[src/rtl/rr_mux_sel_arbiter4_pkg.sv]
// Shared types and helpers for the 4-way round-robin mux-select arbiter.
package rr_mux_sel_arbiter4_pkg;

    localparam int NUM_REQ = 4;
    localparam int SEL_W   = 2;

    typedef enum logic {
        IDLE  = 1'b0,
        GRANT = 1'b1
    } state_t;

    function automatic logic [SEL_W-1:0] onehot_to_index(input logic [NUM_REQ-1:0] oh);
        logic [SEL_W-1:0] idx;
        idx = '0;
        for (int i = 0; i < NUM_REQ; i++) begin
            if (oh[i]) idx = idx | SEL_W'(i);
        end
        return idx;
    endfunction

endpackage

[src/rtl/rr_mux_sel_arbiter4_if.sv]
// Request/grant bundle between the requesters and the arbiter feeding mux4to1.
interface rr_mux_sel_arbiter4_if;
    logic [3:0] req;
    logic       done;
    logic [3:0] gnt;
    logic       valid;
    logic       s1;
    logic       s0;

    modport master (output req, done, input gnt, valid, s1, s0);
    modport slave  (input req, done, output gnt, valid, s1, s0);
endinterface

[src/rtl/rr_mux_sel_arbiter4_pick4.sv]
// rr_pick4: combinational rotating-priority finder, searching last+1 .. last (mod 4).
module rr_pick4
    import rr_mux_sel_arbiter4_pkg::*;
(
    input  logic [NUM_REQ-1:0] req,
    input  logic [SEL_W-1:0]   last,
    output logic [SEL_W-1:0]   winner,
    output logic               found
);

    logic [SEL_W-1:0] idx;

    always_comb begin
        winner = '0;
        found  = 1'b0;
        idx    = '0;
        for (int k = 1; k <= NUM_REQ; k++) begin
            idx = last + SEL_W'(k);
            if (!found && req[idx]) begin
                winner = idx;
                found  = 1'b1;
            end
        end
    end

endmodule

[src/rtl/rr_mux_sel_arbiter4.sv]
// Round-robin arbiter driving the s1/s0 selects of mux4to1.
// Optional macro RR_HOLD_TIMEOUT_EN force-releases a grant after MAX_HOLD cycles.
//
// state | meaning
// IDLE  | no owner; arbitrate any pending request on the next edge
// GRANT | one requester owns the mux until done, withdrawal or timeout
module rr_mux_sel_arbiter4
    import rr_mux_sel_arbiter4_pkg::*;
#(
    parameter int MAX_HOLD = 15,
    parameter int CNT_W    = 4
)(
    input  logic                  clk,
    input  logic                  rst_n,
    rr_mux_sel_arbiter4_if.slave  bus
);

    if (MAX_HOLD < 1 || MAX_HOLD > (2**CNT_W) - 1) begin : g_bad_max_hold
        $error("MAX_HOLD out of range for CNT_W");
    end

    state_t               state;
    logic [NUM_REQ-1:0]   gnt_q;
    logic                 valid_q;
    logic [SEL_W-1:0]     sel_q;
    logic [SEL_W-1:0]     last_q;
    logic [SEL_W-1:0]     owner;
    logic [SEL_W-1:0]     winner;
    logic                 found;
    logic                 timeout;
    logic                 release_now;

    assign owner = onehot_to_index(gnt_q);

    rr_pick4 u_pick (
        .req    (bus.req),
        .last   (last_q),
        .winner (winner),
        .found  (found)
    );

`ifdef RR_HOLD_TIMEOUT_EN
    logic [CNT_W-1:0] hold_cnt;
    assign timeout = (hold_cnt == CNT_W'(MAX_HOLD - 1));
`else
    assign timeout = 1'b0;
`endif

    assign release_now = bus.done || !bus.req[owner] || timeout;

    // s1/s0 deliberately keep the last owner across IDLE so the mux output stays put.
    always_ff @(posedge clk or negedge rst_n) begin
        if (!rst_n) begin
            state   <= IDLE;
            gnt_q   <= '0;
            valid_q <= 1'b0;
            sel_q   <= '0;
            last_q  <= SEL_W'(NUM_REQ - 1);
`ifdef RR_HOLD_TIMEOUT_EN
            hold_cnt <= '0;
`endif
        end else begin
            case (state)
                IDLE: begin
`ifdef RR_HOLD_TIMEOUT_EN
                    hold_cnt <= '0;
`endif
                    if (found) begin
                        state   <= GRANT;
                        gnt_q   <= NUM_REQ'(1) << winner;
                        valid_q <= 1'b1;
                        sel_q   <= winner;
                    end
                end
                GRANT: begin
`ifdef RR_HOLD_TIMEOUT_EN
                    hold_cnt <= hold_cnt + 1'b1;
`endif
                    if (release_now) begin
                        state   <= IDLE;
                        gnt_q   <= '0;
                        valid_q <= 1'b0;
                        last_q  <= owner;
                    end
                end
                default: state <= IDLE;
            endcase
        end
    end

    assign bus.gnt   = gnt_q;
    assign bus.valid = valid_q;
    assign bus.s1    = sel_q[1];
    assign bus.s0    = sel_q[0];

endmodule

[src/flat_wrapper.sv]
// flat-port wrapper written by rule: the top's interface ports become plain ports
module rr_mux_sel_arbiter4_flat import rr_mux_sel_arbiter4_pkg::*;
#(
    parameter int MAX_HOLD = 15,
    parameter int CNT_W    = 4
)
  (clk, rst_n, bus_req, bus_done, bus_gnt, bus_valid, bus_s1, bus_s0);
  rr_mux_sel_arbiter4_if bus_i ();
  input  logic clk;
  input  logic rst_n;
  input wire logic [$bits(bus_i.req)-1:0] bus_req;
  input wire logic [$bits(bus_i.done)-1:0] bus_done;
  output wire logic [$bits(bus_i.gnt)-1:0] bus_gnt;
  output wire logic [$bits(bus_i.valid)-1:0] bus_valid;
  output wire logic [$bits(bus_i.s1)-1:0] bus_s1;
  output wire logic [$bits(bus_i.s0)-1:0] bus_s0;
  assign bus_i.req = bus_req;
  assign bus_i.done = bus_done;
  assign bus_gnt = bus_i.gnt;
  assign bus_valid = bus_i.valid;
  assign bus_s1 = bus_i.s1;
  assign bus_s0 = bus_i.s0;
  rr_mux_sel_arbiter4 #(.MAX_HOLD(MAX_HOLD), .CNT_W(CNT_W)) u_core (.clk(clk), .rst_n(rst_n), .bus(bus_i));
endmodule
[config.mk]
export PLATFORM = sky130hd
export DESIGN_NAME = rr_mux_sel_arbiter4_flat
export DESIGN_NICKNAME = d
export VERILOG_FILES = /design/src/rtl/rr_mux_sel_arbiter4_pkg.sv /design/src/rtl/rr_mux_sel_arbiter4_if.sv /design/src/rtl/rr_mux_sel_arbiter4_pick4.sv /design/src/rtl/rr_mux_sel_arbiter4.sv /design/src/flat_wrapper.sv
export SDC_FILE = /design/constraint.sdc
export NUM_CORES = 1
export LEC_CHECK = 0
export ABC_AREA = 1
export BUFFER_PORTS_ARGS = -buffer_cell sky130_fd_sc_hd__buf_2
export CORE_UTILIZATION = 56
export DETAILED_ROUTE_END_ITERATION = 6
export GPL_ROUTABILITY_DRIVEN = 0
export GPL_TIMING_DRIVEN = 0
export HOLD_SLACK_MARGIN = 0.12
export PLACE_DENSITY_LB_ADDON = 0.05
export SETUP_SLACK_MARGIN = 0.5
export SLEW_MARGIN = 5
export SYNTH_ARGS = -nofsm -noshare
export SYNTH_HDL_FRONTEND = slang
export SYNTH_HIERARCHICAL = 1
export SYNTH_SLANG_ARGS = --single-unit
[constraint.sdc]
create_clock -name clk -period 3.8 [get_ports clk]
set_input_delay 0 -clock clk [delete_from_list [all_inputs] [get_ports clk]]
set_output_delay 0 -clock clk [all_outputs]
set_load 0.005 [all_outputs]
-- Word level (Yosys, flattened, before mapping)
Index checks and enable logic that the tools add are counted.
- register bits after elaboration: 10
- input bits: 7
- logic and storage cells: 58
- $add $sub $neg: 3
- magnitude comparators: 5
- equality and inequality tests: 2
- shift operators: 1
- mux-type cells: 30
- bitwise logic cells: 1
- reductions and logical operators: 11
- operators with widths (kind ; count):
    < comparator 2 x 3 -> 1 bit (second input constant) ; 5
    two-way mux 1 bit ; 14
    two-way mux 2 bit ; 6
    binary-select mux 1 bit (select 2 bit) ; 5
    two-way mux 4 bit ; 2
    one-hot mux 4 bit (2 select lines) ; 1
    AND reduction 2 bit ; 3
    adder 2 bit (second input constant) ; 2
    zero test 1 bit ; 4
    one-hot mux 1 bit (2 select lines) ; 2
    left shift 1 x 2 -> 4 bit (first input constant) ; 1
    logical AND 1 bit ; 3
    adder 2 x 1 -> 2 bit (second input constant) ; 1
    inequality test 2 x 1 -> 1 bit (second input constant) ; 1
    inequality test 2 bit (second input constant) ; 1
    logical OR 1 bit ; 1
    NOT 1 bit ; 1

-- Logic depth before layout (Yosys ltp)
Gate-level depths: netlist of run 1.
- word-level depth: 16
- gate-level depth with buffers: 11

-- Cells and area by module
The synthesis of run 1 kept the hierarchy.
- modules (own cells, without submodules) (module ; instances ; cells an instance ; area each (µm²) ; sequential area each (µm²)):
    rr_mux_sel_arbiter4 ; 1 ; 57 ; 464.2 ; 252.7
    rr_pick4 ; 1 ; 52 ; 271.5 ; 0.0

-- Worst setup path after synthesis of run 1
Ideal clock, no wire load.
- path type: register to register
- start: register u_core.last_q[0]
- end: register u_core.gnt_q[1] (netlist: u_core/bus.gnt[1])
- setup time: 0.065 ns
- arrival: 1.580 ns
- path slack: 2.155 ns
- cell stages (with the launch flop): 12
- buffers on the path: 1
- clock period less this slack: 1.645 ns
- cell sequence: dfstp_2 inv_1 nand2_1 nand2_1 nand2_1 nand2_4 nor2_8 nand4_1 nand2_1 buf_2 nand3_1 nand2_1
- elaborated cells on any way between the ends: 30
- classes of those cells: add/sub: 3; eq/ne: 1; shift: 1; mux: 18; reduce/logical: 7
- RTL lines (element ; RTL line ; RTL):
    start: declaration ; rr_mux_sel_arbiter4.sv:26 ; logic [SEL_W-1:0] last_q;
    start signal: assignment ; rr_mux_sel_arbiter4.sv:58 ; last_q <= SEL_W'(NUM_REQ - 1);
    start signal: assignment ; rr_mux_sel_arbiter4.sv:83 ; last_q <= owner;
    adder 2 x 1 -> 2 bit ; rr_mux_sel_arbiter4_pick4.sv:18 ; idx = last + SEL_W'(k);
    binary-select mux 1 bit (select 2 bit) ; rr_mux_sel_arbiter4_pick4.sv:19 ; if (!found && req[idx]) begin
    two-way mux 1 bit (implied by the code) ; rr_mux_sel_arbiter4_pick4.sv:19 ;
    two-way mux 1 bit ; rr_mux_sel_arbiter4_pick4.sv:19 ;
    zero test 1 bit ; rr_mux_sel_arbiter4_pick4.sv:19 ;
    logical AND 1 bit ; rr_mux_sel_arbiter4_pick4.sv:19 ;
    two-way mux 1 bit ; rr_mux_sel_arbiter4_pick4.sv:19 ;
    zero test 1 bit ; rr_mux_sel_arbiter4_pick4.sv:19 ;
    logical AND 1 bit ; rr_mux_sel_arbiter4_pick4.sv:19 ;
    two-way mux 1 bit ; rr_mux_sel_arbiter4_pick4.sv:19 ;
    zero test 1 bit ; rr_mux_sel_arbiter4_pick4.sv:19 ;
    logical AND 1 bit ; rr_mux_sel_arbiter4_pick4.sv:19 ;
    two-way mux 1 bit * ; rr_mux_sel_arbiter4_pick4.sv:19 ;
    net u_core.found ; rr_mux_sel_arbiter4.sv:29 ; logic found;
    inequality test 2 x 1 -> 1 bit (no source line) * ; n/a ;
    AND reduction 2 bit (no source line) * ; n/a ;
    end signal: assignment ; rr_mux_sel_arbiter4.sv:70 ; gnt_q <= NUM_REQ'(1) << winner;
    end: declaration ; rr_mux_sel_arbiter4.sv:23 ; logic [NUM_REQ-1:0] gnt_q;
The timed path passes the listed nets; every way through them passes the cells marked *. The select of a mux whose other input is x is not followed.
A chain may end at the register's enable or synchronous reset.

-- Worst setup path after layout of run 1
Same ends and word-level chain as after synthesis.

==> metrics.txt, run 1 <==
flops & latches, synth 10; Power per Cell Area between 800 and 900 nW/um^2; synth unique cells 17; crit path buf inv count 2; first-pass GRT wire length ~2900 um; worst path cell trace inv_1 > nand2_1 > nand2_1 > nand2_1 > nand2_4 > nor2_8 > nand4_1 > nand2_1 > buf_2 > nand3_1 > nand2_1; I/O pin cnt 14; Mapped Area roughly 740 sq um; worst min-delay path category in -> async; Iter 0 DRT Violations 36; final setup violation count 0; H-tree depth 1; final period utilization 0.5085; asr flop ratio synth 1.000; critical path's top delay family simple AND/OR/NAND/NOR gates; synth top area cells dfrtp_1 27%, nand2_1 20%, nand3_1 12%; CP Launch Type flop; post-synthesis cell count roughly 110; share of cells above drive strength 1 0.2422; # DRC 0; LEAKAGE between 0.4 and 0.5 nW; Post-synth EDFFs 0; Syn. warnings 6; most used cell, CP nand2_1; Max clock buf depth 2; Routed Antenna Nets 0; Final Hold Viols 0; Worst-Skew Late Latency 0.26 ns; Worst Path Required ~4.0 ns; DR vias roughly 760; TritonRoute pass-1 iters 4; core area ~1200 sq um; initial antenna violation count 0; Die X ~38 um; R2R depth 11; Synth area leader dfrtp_1; R2R Setup Slk 1.87 ns; Syn-to-layout area delta 17.52%; Nets about 140; post-route setup TNS 0 ns; crit-path max FO 10; RSZ-0062 raised after global routing false; Max IR drop VDD roughly 0.53 mV; status finished, final reports clean; Most used DFF post-synth dfrtp_1; RR Endpoint u_core/bus.gnt[1]; HPWL Detailed between 1000 and 1500 um; Synth top area share 0.2721; hold_buf cts 2; clk sink count 10; row count 12; ant diodes 0; Fin Clk Skew about 0.0042 ns; hold slack roughly 0.13 ns; vias per inst 5.373; Setup crit end kind flop; Post-Syn Nets about 120; Peak Freq just over 500 MHz; R2R Path Start u_core/last_q[0]; number of global-route vias before repair 646; Port Buffers 13; Seq/Total Area, Yosys 0.3435; crit path kind reg -> reg; CTS tree yes; clk root buf clkbuf_4; mean area per synthesized cell 6.750 sq um; Critical Path Slowest Stage Cell dfstp_2; cts repair resizes 0; Chip Height 38.25 um; area of the die around 1500 sq um; CTS buffer count 3; count leader, synth nand2_1; Worst Path Arrival between 2 and 2.5 ns; Slew @ Worst Pin 0.2314 ns; post-place instance area between 800 and 900 sq um; max incr delay on CP roughly 0.55 ns; largest net degree at the start of global routing 11; Commonest cells post-synth 40 x nand2_1, 18 x nand3_1, 12 x inv_1; final instance area 864.6 sq um; Max-slew headroom 0.8456; Post-Route WL approximately 1700 um; min Tclk post-route 1.932 ns; Initial Util 0.6364; gr usage total 0.2919; Slew Limit Fails 0; routed length per instance around 12 um; clock slew at reported path FFs ~0.060 ns; Max-Cap Viols 0; Post-CTS Setup Inserts 0; Overflow after GRT 0
## kinds of logic (layout without fill, tap and decap cells)
kind of cell           Yosys count  after routing  synth area share
DFF                             10             10            0.3435
and+or+nand+nor                 76             76            0.5170
AOI/OAI and AO/OA                7              7           0.05103
buffers and inverters           16             35           0.08843
## through the flow
step	instances	total power, mW	utilization	setup WS [ns]
floorplan	109	0.5468	-	2.155
global placement	136	0.6349	0.7078	1.981
detailed placement	136	0.6503	0.7078	1.937
CTS	142	0.7350	0.7478	1.910
global route	142	0.8093	0.7478	1.699
finish	142	0.7393	0.7478	1.868
## power breakdown
group,switching (mW),internal [mW]
combinational,0.306,0.163
clock,0.0352,0.0405
sequential,0.0377,0.157
## cell usage in the layout (no fill, tap or decap), types with 2 or more instances in the layout
cell           netlist  routed
nand2_1             40      40
nand3_1             18      18
buf_2                1      14
inv_1               12      12
dfrtp_1              8       8
nand4_1              5       5
nor2_1               4       4
o21ai_1              4       4
nand2_4              4       4
clkbuf_4             0       3
nand2_2              3       3
dlygate4sd3_1        0       2
inv_2                2       2
dfstp_2              2       2
a21oi_1              2       2
## layer usage
| metal | track usage | share of wire | vias up | wire (um) |
|---|---|---|---|---|
| met5 | 0 | 0 | - | 0 |
| met4 | 0.09821 | 0 | 0 | 0 |
| met3 | 0.09302 | 0.047 | 0 | 80 |
| met2 | 0.4492 | 0.48 | 26 | 816 |
| met1 | 0.3824 | 0.47 | 351 | 806 |
| li1 | - | - | 386 | - |
## worst max path at each step
stage	start	to	slack, ns	depth (start not counted)
finish	u_core/last_q[0]	u_core/bus.gnt[1]	1.87	11
global route	u_core/last_q[0]	u_core/bus.gnt[1]	1.70	11
CTS	u_core/last_q[0]	u_core/bus.gnt[1]	1.91	11
global placement	u_core/last_q[0]	u_core/bus.gnt[0]	1.98	11
floorplan	u_core/last_q[0]	u_core/bus.gnt[1]	2.16	11
detailed placement	u_core/last_q[0]	u_core/bus.gnt[1]	1.94	11
## state kept, by name (all words and copies together) (netlist names)
signal,flops
u_core/bus.gnt,4
u_core/bus.valid,1
u_core/last_q,2
u_core/sel_q,2
u_core/state,1
## layout make-up
class | count | area [sq um]
inverters | 14 | 52.55
well taps | 14 | 17.52
clock buffers | 4 | 26.28
fillers | 91 | 291.5
flip-flops and latches | 10 | 252.7
multi-input cells | 83 | 417.9
repair buffers | 15 | 85.08
plain buffers | 2 | 12.51
Note: power is estimated with default switching activity, not from simulation.
==> run 2: changes to the inputs <==
--- a/config.mk
+++ b/config.mk
@@ -5,9 +5,9 @@
 export SDC_FILE = /design/constraint.sdc
 export NUM_CORES = 1
 export LEC_CHECK = 0
-export ABC_AREA = 1
+export ABC_AREA = 0
 export BUFFER_PORTS_ARGS = -buffer_cell sky130_fd_sc_hd__buf_2
-export CORE_UTILIZATION = 56
+export CORE_UTILIZATION = 45
 export DETAILED_ROUTE_END_ITERATION = 6
 export GPL_ROUTABILITY_DRIVEN = 0
 export GPL_TIMING_DRIVEN = 0
==> constraint.sdc (replaced) <==
create_clock -name clk -period 1.7 [get_ports clk]
set_input_delay 0 -clock clk [delete_from_list [all_inputs] [get_ports clk]]
set_output_delay 0 -clock clk [all_outputs]
set_load 0.005 [all_outputs]
==> metrics.txt, run 2 <==
status finished, final reports clean; Sw Share 0.4004 (-0.1117); clk sink count 10 (unchanged); placed cells 90 (-34%); gr usage total 0.2069 (-0.08493); vias per inst 5.782 (+7.6%); crit-path max FO 5 (-5); Post-Route WL 1553 um (-8.8%); Final Hold Viols 0 (unchanged); final period utilization 0.9874 (+0.4789); Nets 95 (-30%); RSZ-0062 raised after global routing true; Syn. warnings 6 (unchanged); TritonRoute pass-1 iters 4 (unchanged); Max-slew headroom 0.6071 (-0.2385); worst min-delay path category in -> async; post-route setup TNS 0 ns (unchanged); synth top area cells dfrtp_1 34%, dfstp_2 8.9%, mux2i_1 8.5%; register area 256.5 sq um (+1.5%); routed length per instance 15.38 um (+28%); part of the power in the clock network 0.110 (+0.008); Fin Clk Skew 0.006213 ns (+0.001993 ns); Max clock buf depth 2 (unchanged); CTS tree yes; Power per Cell Area 1712 nW/um^2 (+100%); Commonest cells post-synth 8 x dfrtp_1, 7 x nor2_1, 6 x inv_1; crit path kind reg -> reg; Setup crit end kind flop; clock slew at reported path FFs 0.06 ns (about the same); I/O pin cnt 14 (unchanged); Peak Freq 595.7 MHz (+15%); Max-Cap Viols 0 (unchanged); Chip Height 38.27 um (about the same); Slew @ Worst Pin 0.5894 ns (+0.3581 ns); Internal 0.8722 mW (+140%); clk root buf clkbuf_4; H-tree depth 1 (unchanged); Overflow after GRT 0 (unchanged); mean area per synthesized cell 9.394 sq um (+39%); area of the die 1464 sq um (+0.10%); Filler Cells Inserted 81 (-11%); HPWL Detailed 865.6 um (-32%); Routed Antenna Nets 0 (unchanged); max reg flops 4 (unchanged); Tot Pwr 1.455 mW (+97%); commonest non-fill, non-tap cell in the layout buf_2; post-route insts no fill 101 (-29%); Synth top area share 0.3383 (+0.06616); R2R depth 4 (-7); number of global-route vias before repair 467 (-28%); ant diodes 0 (unchanged); part of the power in registers 0.343 (+0.080); Die X 38.27 um (about the same); Max IR drop VDD 0.9449 mV (+77%); # DRC 0 (unchanged); Post-synth EDFFs 0 (unchanged); largest net degree at the start of global routing 11 (unchanged); Most used DFF post-synth dfrtp_1; Iter 0 DRT Violations 18 (-50%); Syn-to-layout area delta 43.55%; flops & latches, synth 10 (unchanged); Worst-Skew Late Latency 0.26 ns (about the same); area occupied by multi-input gates 402.9 sq um (-3.6%); Worst Path Required 1.87 ns (-2.13 ns); CTS buffer count 3 (unchanged); final setup violation count 0 (unchanged); share of cells above drive strength 1 0.5057 (+0.2636); Port Buffers 13 (unchanged); core area 1171 sq um (+1.3%); Synth area leader dfrtp_1; min Tclk post-route 1.679 ns (-0.2538 ns); post-route setup slack 0.02134 ns (-1.846 ns); first-pass GRT wire length 2021 um (-30%); LEAKAGE 0.3967 nW (-20%); Seq/Total Area, Yosys 0.4271 (+0.08352); synth unique cells 26 (+9); combinational share of power 0.547 (-0.087); Initial Util 0.5053 (-0.1310); Net Switching 0.5825 mW (+54%); Mapped Area 591.8 sq um (-20%); CP Launch Type flop; worst slack at placement 0.02259 ns (-1.914 ns); initial antenna violation count 0 (unchanged); Worst Path Arrival 1.85 ns (-0.28 ns); asr flop ratio synth 1.000 (unchanged); count leader, synth dfrtp_1; Post-Syn Nets 70 (-40%); DR vias 584 (-23%); post-synthesis cell count 63 (-42%); Slew Limit Fails 0 (unchanged); row count 12 (unchanged); most frequent cells in the layout 13 x buf_2, 7 x nor2_1, 6 x buf_4, 6 x inv_1
## run 2: cell count changes in the layout (fill, tap and decap cells not counted), moves of 4 or more
cell / change
nand3_1: -18
inv_1: -6
buf_4: +5
nand2_1: -35
nand2_4: -4
nand4_1: -5
## run 2: final cells by class
class / instances / share of cell area
multi-input cells: 46 / 0.4742
repair buffers: 20 / 0.1414
clock buffers: 4 / 0.03093
flip-flops and latches: 10 / 0.3019
plain buffers: 1 / 0.004418
well taps: 14 / 0.02062
inverters: 6 / 0.02651
## run 2: final timing paths
| kind | start | to | slack, ns |
|---|---|---|---|
| setup / recovery | u_core/bus.gnt[1] | u_core/last_q[1] | 0.02 |
| max in group asynchronous | rst_n | u_core/last_q[0] | 1.31 |
| min in group clk | bus_done | u_core/last_q[0] | 0.15 |
| setup reg to reg | u_core/bus.gnt[1] | u_core/last_q[1] | 0.02 |
| hold / removal | rst_n | u_core/sel_q[1] | 0.13 |
| hold reg to reg | u_core/sel_q[1] | u_core/sel_q[1] | 0.51 |
## run 2: stage by stage
stage | util | area (sq um) | hold slack, ns
floorplan | - | 600.6 | -0.2956
global placement | 0.5833 | 683.2 | -0.1214
detailed placement | 0.5833 | 683.2 | -0.1196
CTS | 0.6517 | 763.2 | 0.1301
global route | 0.7254 | 849.6 | 0.1575
finish | 0.7254 | 849.6 | 0.1314
## run 2: metal layers
| metal | global-route usage | up-vias | share of wire |
|---|---|---|---|
| met5 | 0 | - | 0 |
| met4 | 0.02679 | 0 | 0.014 |
| met3 | 0.06977 | 2 | 0.036 |
| met2 | 0.3602 | 15 | 0.52 |
| met1 | 0.2509 | 294 | 0.43 |
| li1 | - | 273 | - |
## run 2: cell families after synthesis
family	count (synthesis)	share of synthesized area
AND/OR/NAND/NOR	23	0.2115
multiplexers	7	0.1226
buffers and inverters	7	0.04439
flip-flops	10	0.4271
AO/OA/AOI/OAI	16	0.1945
## run 2: power groups by stage
stage / logic, mW / registers, mW / clock network (mW)
2_1_floorplan: 0.381 / 0.464 / 0
3_5_place_dp: 0.536 / 0.479 / 0
4_1_cts: 0.627 / 0.470 / 0.170
3_3_place_gp: 0.534 / 0.474 / 0
6_report: 0.796 / 0.499 / 0.160
5_1_grt: 0.855 / 0.511 / 0.174
## run 2: what timing repair did
item / 4_1_cts / 5_1_grt
hold buffers: 1 / 0
gates resized for setup: 5 / 13
setup endpoints to repair: 10 / 10
buffers inserted: 3 / 3
pin swaps: 5 / 4
hold endpoints to repair: 10 / 0
gates cloned: 0 / 0
## run 2: critical path, stage by stage (launching register included)
cell and delay [ns]:
dfrtp_2 0.45, and3b_1 0.20, or4_4 0.51, o21ai_4 0.18
mux2i_2 0.25
